## src/rtl/jam_cost_table.sv

```systemverilog
// ============================================================================
// Module   : jam_cost_table
// Brief    : 8x8 cost matrix loaded over valid/ready, with combinational lookup
//            and a running sum of per-worker row minimums (LowerBound).
//            Optional parity protection enabled by macro COST_PARITY_EN.
// Revision : 1.0 - initial release
// ============================================================================
`default_nettype none

module jam_cost_table #(
    parameter int N  = 8,
    parameter int CW = 7,
    parameter int SW = 10
) (
    input  logic          CLK,
    input  logic          RST,
    input  logic          in_valid,
    input  logic [CW-1:0] in_data,
    output logic          in_ready,
    input  logic          reload,
    input  logic [2:0]    W,
    input  logic [2:0]    J,
    output logic [CW-1:0] Cost,
    output logic          Ready,
    output logic [SW-1:0] LowerBound
`ifdef COST_PARITY_EN
    ,
    input  logic          in_par,
    output logic          ParErr
`endif
);

    localparam logic [1:0]    IDLE    = 2'd0;
    localparam logic [1:0]    LOAD    = 2'd1;
    localparam logic [1:0]    DONE    = 2'd2;
    localparam logic [CW-1:0] MAX_COST = '1;

    logic [1:0]    state;
    logic [1:0]    next_state;
    logic [5:0]    k;
    logic [CW-1:0] row_min;
    logic [SW-1:0] acc;
    logic [CW-1:0] mem [0:N*N-1];

    logic          xfer;
    logic          restart;
    logic [CW-1:0] new_min;
    logic [SW-1:0] acc_next;
    logic [CW-1:0] rd_word;

    // A reload in the same cycle as a transfer wins: the word is dropped.
    assign restart  = reload && (state != IDLE);
    assign xfer     = in_valid && (state == LOAD) && !reload;
    assign new_min  = (in_data < row_min) ? in_data : row_min;
    assign acc_next = acc + {{(SW-CW){1'b0}}, new_min};
    assign rd_word  = mem[{W, J}];

    // State register
    always_ff @(posedge CLK or posedge RST) begin
        if (RST) begin
            state <= IDLE;
        end else begin
            state <= next_state;
        end
    end

    // Next-state logic
    always_comb begin
        next_state = state;
        case (state)
            IDLE:    next_state = LOAD;
            LOAD:    if (xfer && (k == 6'd63)) next_state = DONE;
            DONE:    if (reload) next_state = LOAD;
            default: next_state = IDLE;
        endcase
    end

    // Output logic
    always_comb begin
        in_ready = (state == LOAD);
        Ready    = (state == DONE);
    end

    always_ff @(posedge CLK or posedge RST) begin
        if (RST) begin
            k          <= '0;
            row_min    <= MAX_COST;
            acc        <= '0;
            LowerBound <= '0;
        end else if (restart) begin
            k          <= '0;
            row_min    <= MAX_COST;
            acc        <= '0;
            LowerBound <= '0;
        end else if (xfer) begin
            k <= k + 6'd1;
            if (k[2:0] == 3'd7) begin
                acc     <= acc_next;
                row_min <= MAX_COST;
                if (k == 6'd63) LowerBound <= acc_next;
            end else begin
                row_min <= new_min;
            end
        end
    end

    // Matrix storage is deliberately not reset.
    always_ff @(posedge CLK) begin
        if (xfer) mem[k] <= in_data;
    end

`ifdef COST_PARITY_EN
    logic par_mem [0:N*N-1];
    logic rd_bad;
    logic in_bad;

    assign rd_bad = ^{rd_word, par_mem[{W, J}]};
    assign in_bad = ^{in_data, in_par};

    always_ff @(posedge CLK) begin
        if (xfer) par_mem[k] <= in_par;
    end

    always_ff @(posedge CLK or posedge RST) begin
        if (RST) begin
            ParErr <= 1'b0;
        end else if (restart) begin
            ParErr <= 1'b0;
        end else if ((xfer && in_bad) || ((state == DONE) && rd_bad)) begin
            ParErr <= 1'b1;
        end
    end

    always_comb begin
        Cost = '0;
        if (state == DONE) Cost = rd_bad ? MAX_COST : rd_word;
    end
`else
    always_comb begin
        Cost = '0;
        if (state == DONE) Cost = rd_word;
    end
`endif

endmodule

`default_nettype wire

```

## config.mk

```make
export PLATFORM = sky130hd
export DESIGN_NAME = jam_cost_table
export DESIGN_NICKNAME = d
export VERILOG_FILES = /design/src/rtl/jam_cost_table.sv
export SDC_FILE = /design/constraint.sdc
export NUM_CORES = 1
export LEC_CHECK = 0
export ABC_AREA = 0
export CAP_MARGIN = 40
export CORE_MARGIN = 2
export CORE_UTILIZATION = 40
export CTS_CLUSTER_DIAMETER = 40
export DETAILED_ROUTE_END_ITERATION = 10
export GPL_TIMING_DRIVEN = 0
export PLACE_DENSITY = 0.62
export SLEW_MARGIN = 20
export SYNTH_ARGS = -nofsm -noshare
export SYNTH_HDL_FRONTEND = slang
export SYNTH_SLANG_ARGS = --single-unit
```

## constraint.sdc

```tcl
create_clock -name CLK -period 4.35 [get_ports CLK]
set_input_delay 0.87 -clock CLK [delete_from_list [all_inputs] [get_ports CLK]]
set_output_delay 0.87 -clock CLK [all_outputs]
set_load 0.02 [all_outputs]
```

==> reports/summary.txt, run 1 <==
Yosys reg bits: 483
Clock power share: 0.458
Initial antenna violation count: 1
DRC viols: 0
Core Util, Final: 0.472
Highest-delay cell along the critical path: sky130_fd_sc_hd__clkdlybuf4s50_1
Global placer's final weighted congestion: 0.912
Iteration count of the initial detailed-routing pass: 5
Hold buffer count at cts: 0
Number of sinks on the clock net: 483
Remaining antenna violation count after routing: 0
Filler instances: 4132
Hold Path Stages: 2
Hold Path End: LowerBound[7]
Actual slew at the worst max-slew pin: 0.834 ns
Syn Inst Count: 1069
Finished Layout Cells: 1880
Source of the worst hold timing path: LowerBound[7]
Maximum number of pins on one net before global-route repair: 68
Critical path cell sequence: buf_2, buf_4, buf_4, mux4_2, mux2i_1, a311oi_1, nand2_1, o221ai_1, clkdlybuf4s50_1
Register-to-register setup slack: 0.42 ns
Slew HR: 0.442
Synthesized area: 19800 sq um
Switching share of total power: 0.217
Number of warnings issued by yosys: 0
Final Hold Violating Endpoints: 0
Library cell appearing most often on the critical path: sky130_fd_sc_hd__buf_4
Count of flip-flops with a built-in enable after synthesis: 448
Number of global-route vias before repair: 10800
Number of nets in the synthesized netlist: 1102
Most common cell in the synthesized netlist: sky130_fd_sc_hd__edfxtp_1
Placed standard-cell area: 21000 sq um
Vert. Die Dim: 226 um
IO Count: 36
Total wire length: 49400 um
Number of buffers created by CTS: 57
Start of the worst register-to-register path: row_min[5]
I/O Buffers: 31
Wire length per cell: 26.3 um
Async SR Flop Fraction: 0.0725
Number of core rows: 81
Minimum clock period: 4.27 ns
Final worst-path setup slack: 0.0779 ns
Deepest clock path buffer count: 3
Placeable core region: 48800 sq um
P_int: 8.20 mW
Setup Skew: 0.0169 ns
Worst EP arrival: 3.40 ns
Number of cells on the worst reg-to-reg path: 15
Number of instances in the placed design: 1771
Post-route clock period utilization: 0.982
Fraction of power consumed by combinational cells: 0.054
Post-place setup slack: -0.778 ns
Worst-path maximum fanout: 10
DIE WIDTH: 226 um
Overflow left after global routing: 0
Net Sw Power: 2.27 mW
Ratio of cells with drive above 1 in the final layout: 0.225
Final setup violation count: 0
Clock Latency Late Sink: 0.61 ns
Reg-to-reg endpoint: LowerBound[6]
Max-slew violation count: 0
Net count, final: 1203
GRT Resource Usage Total: 0.198
CTS HTree Levels: 2
Via density: 5.73
Syn_area_per_cell: 18.5 sq um
Worst-case vdd ir drop: 295 uV
Critical Path RT: 3.48 ns
Area enclosed by the die boundary: 51200 sq um
Min-Delay Path Class: reg2reg
Clock tree from TritonCTS: yes
Vias after detailed routing: 10800
Max Cap Violations: 0
Effective utilization at floorplan: 0.405
Finished layout cell area: 23000 sq um
Register share of total power: 0.488
Global-route wire length before repair: 72300 um
Setup total negative slack: 0 ns
Violation count after the first detailed-routing iteration: 1395
Fmax achieved: 234 MHz
Endpoint kind of the worst setup timing path: output port
Clock transition at path regs: 0.05 ns
Seq/Total Area, Yosys: 0.726
Outcome: finished, final reports clean
Largest cells by area after synthesis: sky130_fd_sc_hd__edfxtp_1 68%, sky130_fd_sc_hd__mux4_2 11%, sky130_fd_sc_hd__dfrtp_1 3.5%, sky130_fd_sc_hd__nor2_1 1.8%, sky130_fd_sc_hd__mux4_1 1.7%
Critical path's largest stage delay: 0.58 ns
Cell type contributing the most total cell area after synthesis: sky130_fd_sc_hd__edfxtp_1
Synthesis-to-finish area growth: 16.6%
Pwr/cell area: 455 nW/um^2
Top cells by count, synth: 448 x sky130_fd_sc_hd__edfxtp_1, 97 x sky130_fd_sc_hd__mux4_2, 96 x sky130_fd_sc_hd__nor2_1
Kind of start point of the critical path: input pin
Class of the most critical setup path: in2out
Post-DP HPWL: 31200 um
Share of the synthesized area in the top cell type: 0.681
Leak: 7.60 nW
Buffer cell driving the clock tree root: sky130_fd_sc_hd__clkbuf_16
Number of distinct library cell variants in the gate-level netlist after synthesis: 61
Most used DFF post-synth: sky130_fd_sc_hd__edfxtp_1
-- metal layers --
layer	global-route usage	vias to the layer above	wire (um)
met4	0.0806	0	1680
met3	0.0417	101	4250
met5	0	-	0
met1	0.275	5622	20800
li1	-	4552	-
met2	0.306	489	22700
-- cells in the final DEF, fill, tap and decap left out, drive strengths merged, types with 7 or more instances in the layout --
cell	count
a211oi	13
a21oi	27
a221oi	7
a22oi	11
buf	52
bufinv	8
clkbuf	89
clkdlybuf4s50	18
clkinv	19
dfrtp	28
dfstp	7
edfxtp	448
ha	15
inv	22
mux2	7
mux2i	16
mux4	110
nand2	47
nand2b	9
nand3	18
nor2	97
nor2b	16
nor3	18
nor4	7
o21ai	17
o221ai	7
o22ai	10
or3	12
-- power groups by stage --
stage	registers, mW	clock network [mW]	logic, mW
2_1_floorplan	5.20	0	0.321
3_3_place_gp	5.22	0	0.532
3_5_place_dp	5.21	0	0.550
4_1_cts	5.11	4.85	0.562
5_1_grt	5.11	5.04	0.603
6_report	5.11	4.80	0.564
-- worst max-delay path, delay by kind of cell --
family	cells	cell delay, ns
multiplexers	2	0.68
buffers and inverters	4	1.32
AO/OA/AOI/OAI	2	0.34
AND/OR/NAND/NOR	1	0.18
-- registers in the layout, indices dropped and copies added, names as in the netlist --
register / flops
LowerBound: 10
acc: 10
k: 6
mem: 448
row_min: 7
state: 2
-- metrics by stage --
step	total power, mW	hold slack (ns)
2_1_floorplan	5.52	0.476
3_3_place_gp	5.75	0.500
3_5_place_dp	5.76	0.508
4_1_cts	10.5	0.522
5_1_grt	10.8	0.548
6_report	10.5	0.516
-- cell type report --
cell class                      count  area, sq um  share of cell area
Tap cell                          664          831              0.0361
Buffer                             60          442              0.0192
Antenna cell                        1         2.50            0.000109
Multi-Input combinational cell    515         5050               0.219
Clock inverter                     41          447              0.0194
Timing Repair Buffer               42          447              0.0194
Clock buffer                       63         1450              0.0629
Inverter                           11         41.3             0.00179
Sequential cell                   483        14300               0.622
-- kinds of logic after synthesis --
kind of cell / after synthesis / share of synthesized area
xor+xnor: 11 / 0.00488
flops: 483 / 0.726
mux: 133 / 0.140
compound gates: 112 / 0.0398
simple gates: 243 / 0.0582
fa+ha+maj: 16 / 0.0105
buf+inv: 71 / 0.0211
-- how the worst max path moves through the flow --
stage | startpoint | slack [ns] | to | cells past startpoint
4_1_cts | in_data[0] | 0.03 | acc[6] | 15
5_1_grt | in_data[6] | -0.001 | LowerBound[6] | 16
3_5_place_dp | W[1] | -0.78 | Cost[1] | 8
3_3_place_gp | in_data[6] | -2.67 | LowerBound[8] | 15
2_1_floorplan | in_data[6] | 0.36 | LowerBound[8] | 14
6_report | J[2] | 0.08 | Cost[6] | 9
-- repair_timing --
item / in CTS / in global routing
buffers inserted: 0 / 0
endpoints found under the setup margin: 11 / 14
gates resized for setup: 35 / 14
No activity file was read; power rests on OpenSTA's default activity.
==> inputs of run 2 (changes only) <==
--- a/config.mk
+++ b/config.mk
@@ -7,12 +7,13 @@
 export LEC_CHECK = 0
 export ABC_AREA = 0
 export CAP_MARGIN = 40
+export CORE_ASPECT_RATIO = 0.75
 export CORE_MARGIN = 2
-export CORE_UTILIZATION = 40
+export CORE_UTILIZATION = 60
 export CTS_CLUSTER_DIAMETER = 40
 export DETAILED_ROUTE_END_ITERATION = 10
 export GPL_TIMING_DRIVEN = 0
-export PLACE_DENSITY = 0.62
+export PLACE_DENSITY = 0.84
 export SLEW_MARGIN = 20
 export SYNTH_ARGS = -nofsm -noshare
 export SYNTH_HDL_FRONTEND = slang
==> run 2 against run 1 <==
Effect of this change: the flow now finishes with violations (setup timing); die area down 33%; power down 8.6%; global-route usage up 9.4 points; routed wire length down 1.5%; sequential share of layout area up 2.0 points; non-clock buffer count up 2; setup slack worse by 0.10 ns; clock power down 19%; register-to-register slack worse by 0.07 ns; sequential cell count unchanged; critical endpoint is now Cost[4]; first-iteration DRC count up 15%.
==> reports/summary.txt, run 2 (synthesis results as in run 1) <==
Net Sw Power: 2.13 mW
Worst-case vdd ir drop: 285 uV
Class of the most critical setup path: in2out
Via density: 6.73
Post-route clock period utilization: 1.01
Core Util, Final: 0.689
Minimum clock period: 4.37 ns
Area of combinational cells with multiple inputs: 5040 sq um
Fraction of power consumed by combinational cells: 0.059
Number of buffers created by CTS: 47
Number of buffer and inverter stages on the critical path: 3
Initial antenna violation count: 0
Kind of cell adding the most delay to the critical path: buffers and inverters
Outcome: finished with violations
Critical path cell sequence: clkdlybuf4s50_1, buf_2, mux2i_1, a211oi_1, o221ai_1, o21ai_1, clkdlybuf4s50_1
Clock tree from TritonCTS: yes
Reg-to-reg endpoint: acc[6]
Total power consumption of the routed design: 9.57 mW
Commonest non-fill, non-tap cell in the layout: sky130_fd_sc_hd__edfxtp_1
P_int: 7.44 mW
Net count, final: 1195
Clock power share: 0.407
Filler instances: 1993
Register share of total power: 0.534
Library cell appearing most often on the critical path: sky130_fd_sc_hd__clkdlybuf4s50_1
Register-to-register setup slack: 0.35 ns
Placeable core region: 32400 sq um
Final Hold Violating Endpoints: 0
GRT Resource Usage Total: 0.292
Clock transition at path regs: 0.05 ns
Number of cells on the worst reg-to-reg path: 15
Global placer's final weighted congestion: 1.00
Number of global-route vias before repair: 10800
Total wire length: 48600 um
Min-Delay Path Class: in2async
Setup total negative slack: -0.0225 ns
Remaining antenna violation count after routing: 0
Clock Latency Late Sink: 0.58 ns
Post-DP HPWL: 30500 um
Iteration count of the initial detailed-routing pass: 6
Deepest clock path buffer count: 3
Largest registers: mem (448), LowerBound (10), acc (10)
CTS HTree Levels: 2
Vias after detailed routing: 11000
Vert. Die Dim: 161 um
Final worst-path setup slack: -0.0225 ns
Effective utilization at floorplan: 0.610
Leak: 7.33 nW
Register ranked first by flip-flop count: mem
Most frequent cells in the layout: 448 x sky130_fd_sc_hd__edfxtp_1, 97 x sky130_fd_sc_hd__mux4_2, 95 x sky130_fd_sc_hd__nor2_1, 47 x sky130_fd_sc_hd__clkbuf_16, 46 x sky130_fd_sc_hd__nand2_1
Highest-delay cell along the critical path: sky130_fd_sc_hd__clkdlybuf4s50_1
Maximum number of pins on one net before global-route repair: 68
Endpoint kind of the worst setup timing path: output port
Critical path's largest stage delay: 0.67 ns
Ratio of cells with drive above 1 in the final layout: 0.220
Max-slew violation count: 0
Buffer cell driving the clock tree root: sky130_fd_sc_hd__clkbuf_16
Actual slew at the worst max-slew pin: 0.881 ns
Max Cap Violations: 0
Global-route wire length before repair: 71500 um
Pwr/cell area: 429 nW/um^2
Number of sinks on the clock net: 483
Number of flip-flops in the largest register: 448
DRC viols: 0
Number of core rows: 57
I/O Buffers: 31
Final setup violation count: 1
Critical Path RT: 3.48 ns
IO Count: 36
Setup Skew: 0.0238 ns
Violation count after the first detailed-routing iteration: 1606
Area enclosed by the die boundary: 34400 sq um
Start of the worst register-to-register path: row_min[6]
Worst-path maximum fanout: 10
Fmax achieved: 229 MHz
Kind of start point of the critical path: input pin
Switching share of total power: 0.223
DIE WIDTH: 214 um
Number of inserted diodes: 0
Slew HR: 0.410
Overflow left after global routing: 0
Sequential cell area: 14300 sq um
Wire length per cell: 29.6 um
Violations in the final reports: setup timing
Synthesis-to-finish area growth: 13.0%
Worst EP arrival: 3.50 ns
## run 2: final cells by class
type	count	area share
Sequential cell	483	0.642
Multi-Input combinational cell	515	0.226
Clock buffer	53	0.0537
Tap cell	442	0.0248
Timing Repair Buffer	44	0.0211
Buffer	60	0.0189
Clock inverter	33	0.0114
Inverter	11	0.00185
## run 2: worst max path at each step
stage	start	to	slack [ns]	cells past startpoint
floorplan	in_data[6]	LowerBound[8]	0.36	14
global placement	in_data[6]	acc[6]	-2.30	15
detailed placement	in_data[0]	LowerBound[8]	-0.53	15
CTS	W[1]	Cost[1]	-0.003	8
global route	J[0]	Cost[1]	-0.002	8
finish	W[1]	Cost[4]	-0.02	7
## run 2: timing repair
item,in CTS,in global routing
endpoints found under the setup margin,7,17
setup buffers,0,0
gates cloned,0,0
hold buffers,0,0
gates resized for setup,16,23
## run 2: power by group through the flow
| stage | combinational [mW] | clock (mW) | sequential, mW |
|---|---|---|---|
| 3_3_place_gp | 0.513 | 0 | 5.22 |
| 4_1_cts | 0.548 | 3.92 | 5.11 |
| 3_5_place_dp | 0.537 | 0 | 5.21 |
| 2_1_floorplan | 0.321 | 0 | 5.20 |
| 5_1_grt | 0.598 | 4.09 | 5.11 |
| 6_report | 0.568 | 3.89 | 5.11 |
## run 2: per-stage QoR
step	setup WS [ns]	hold slack (ns)	area (sq um)	cells
floorplan	0.360	0.476	19800	1069
global placement	-2.30	0.490	20600	1542
detailed placement	-0.528	0.503	20700	1548
CTS	-0.00307	0.516	22200	1634
global route	-0.00195	0.485	22300	1641
finish	-0.0225	0.490	22300	1641
## run 2: layer usage
layer	vias to the layer above	track usage	wire length, um
met5	-	0	0
met3	122	0.101	6740
li1	4517	-	-
met1	5591	0.423	18300
met2	813	0.425	22100
met4	0	0.0941	1440
==> inputs of run 3 (changes only) <==
--- a/config.mk
+++ b/config.mk
@@ -12,7 +12,6 @@
 export CORE_UTILIZATION = 60
 export CTS_CLUSTER_DIAMETER = 40
 export DETAILED_ROUTE_END_ITERATION = 10
-export GPL_TIMING_DRIVEN = 0
 export PLACE_DENSITY = 0.84
 export SLEW_MARGIN = 20
 export SYNTH_ARGS = -nofsm -noshare
==> run 3 against run 2 <==
Effect of this change: the run now ends clean; worst hold slack improved by 0.023 ns; combinational power is 0.9% lower; largest cell class unchanged; clock skew down 0.0078 ns; non-clock buffer count fell by 9; setup slack improved by 0.14 ns; sequential cell count did not move; critical path type unchanged; via count is 0.24% lower; highest routed layer unchanged; clock power grew 5%; count of clock-buffer cells in the layout rose by 3; sequential share of layout area fell by 0.18 points.
==> reports/summary.txt, run 3 (synthesis results as in run 1) <==
Outcome: finished, final reports clean
Post-route clock period utilization: 0.973
Critical path's largest stage delay: 0.66 ns
I/O Buffers: 35
Max Cap Violations: 0
Core Util, Final: 0.691
Largest registers: mem (448), LowerBound (10), acc (10)
Setup total negative slack: 0 ns
Global-route wire length before repair: 72300 um
Class of the most critical setup path: in2out
Min-Delay Path Class: reg2reg
Effective utilization at floorplan: 0.610
Register ranked first by flip-flop count: mem
Global placer's final weighted congestion: 0.937
Clock transition at path regs: 0.07 ns
Minimum clock period: 4.23 ns
Finished Layout Cells: 1634
Critical Path RT: 3.48 ns
Placeable core region: 32400 sq um
Maximum number of pins on one net before global-route repair: 67
Number of buffers created by CTS: 47
Worst EP arrival: 3.36 ns
IO Count: 36
Worst-path maximum fanout: 8
Number of flip-flops in the largest register: 448
Fmax achieved: 236 MHz
Post-DP HPWL: 29400 um
Number of inserted diodes: 0
Hold Path Stages: 2
Initial antenna violation count: 0
Highest-delay cell along the critical path: sky130_fd_sc_hd__clkdlybuf4s50_1
Violation count after the first detailed-routing iteration: 1536
Clock tree from TritonCTS: yes
Deepest clock path buffer count: 3
Number of core rows: 57
Slew HR: 0.424
Smallest hold slack: 0.514 ns
Switching share of total power: 0.219
Pwr/cell area: 436 nW/um^2
Overflow left after global routing: 0
Net count, final: 1186
Kind of start point of the critical path: input pin
Final Hold Violating Endpoints: 0
Final setup violation count: 0
Critical path cell sequence: clkdlybuf4s50_1, nand2b_1, o22ai_1, or3_1, o221ai_1, clkdlybuf4s50_1
Setup Skew: 0.0160 ns
Number of global-route vias before repair: 10800
GRT Resource Usage Total: 0.295
Area enclosed by the die boundary: 34400 sq um
Leak: 7.38 nW
Unrepaired setup endpoints after global routing: no
DRC viols: 0
P_int: 7.62 mW
Fraction of power consumed by combinational cells: 0.058
Most frequent cells in the layout: 448 x sky130_fd_sc_hd__edfxtp_1, 97 x sky130_fd_sc_hd__mux4_2, 96 x sky130_fd_sc_hd__nor2_1, 50 x sky130_fd_sc_hd__buf_4, 48 x sky130_fd_sc_hd__clkbuf_16
DIE WIDTH: 214 um
Wire length per cell: 29.8 um
Ratio of cells with drive above 1 in the final layout: 0.220
Vias after detailed routing: 11000
Buffer cell driving the clock tree root: sky130_fd_sc_hd__clkbuf_16
Vert. Die Dim: 161 um
Total power consumption of the routed design: 9.75 mW
Endpoint kind of the worst setup timing path: output port
Actual slew at the worst max-slew pin: 0.861 ns
Clock power share: 0.418
Total wire length: 48700 um
Commonest non-fill, non-tap cell in the layout: sky130_fd_sc_hd__edfxtp_1
Number of sinks on the clock net: 483
Number of instances in the placed design: 1543
Via density: 6.74
Library cell appearing most often on the critical path: sky130_fd_sc_hd__clkdlybuf4s50_1
Remaining antenna violation count after routing: 0
Register share of total power: 0.525
Synthesis-to-finish area growth: 13.3%
Hold buffer count at cts: 0
CTS HTree Levels: 2
Iteration count of the initial detailed-routing pass: 7
Number of cells on the worst reg-to-reg path: 15
Net Sw Power: 2.13 mW
Worst-case vdd ir drop: 398 uV
Clock Latency Late Sink: 0.56 ns
Max-slew violation count: 0
## run 3: routing by layer
layer / global-route usage / wire length (um) / part of all wire
met1: 0.433 / 18600 / 0.38
met2: 0.436 / 22300 / 0.46
met3: 0.0863 / 6090 / 0.13
met4: 0.0947 / 1670 / 0.034
met5: 0 / 0 / 0
## run 3: worst paths after layout
check	end	startpoint	slack, ns
min in group asynchronous	LowerBound[1]	RST	0.67
min reg2reg	LowerBound[6]	LowerBound[6]	0.51
min	LowerBound[6]	LowerBound[6]	0.51
max in group asynchronous	row_min[0]	RST	2.93
max reg2reg	LowerBound[9]	row_min[4]	0.68
max	Cost[2]	W[1]	0.12
## run 3: cell type report
class | count | area [sq um]
inverter | 11 | 41.3
sequential | 483 | 14300
multi-input combinational | 515 | 5010
tap | 442 | 553
clock buffer | 56 | 1230
timing repair buffer | 95 | 897
clock inverter | 32 | 317
fill | 1950 | 9990
## run 3: per-stage QoR
| step | instance area, sq um | worst slack [ns] |
|---|---|---|
| final | 22400 | 0.119 |
| after global routing | 22400 | 0.0146 |
| after CTS | 22400 | 0.0898 |
| after detailed placement | 20800 | 0.0997 |
| after floorplan | 19800 | 0.360 |
| after global placement | 20800 | 0.144 |
## run 3: timing repair
action,4_1_cts,5_1_grt
resized for setup,0,3
endpoints found under the setup margin,0,3
buffers inserted,0,0
## run 3: critical path: cells and delay by family
| kind | cells | cell delay (ns) |
|---|---|---|
| buffers and inverters | 2 | 1.24 |
| and+or+nand+nor | 2 | 0.75 |
| AOI/OAI and AO/OA | 2 | 0.50 |
## run 3: power by group through the flow
stage | Sequential [mW] | Clock [mW] | Combinational, mW
after floorplan | 5.20 | 0 | 0.321
after global placement | 5.21 | 0 | 0.521
after detailed placement | 5.21 | 0 | 0.543
after CTS | 5.11 | 4.10 | 0.554
after global routing | 5.11 | 4.28 | 0.596
final | 5.11 | 4.07 | 0.563
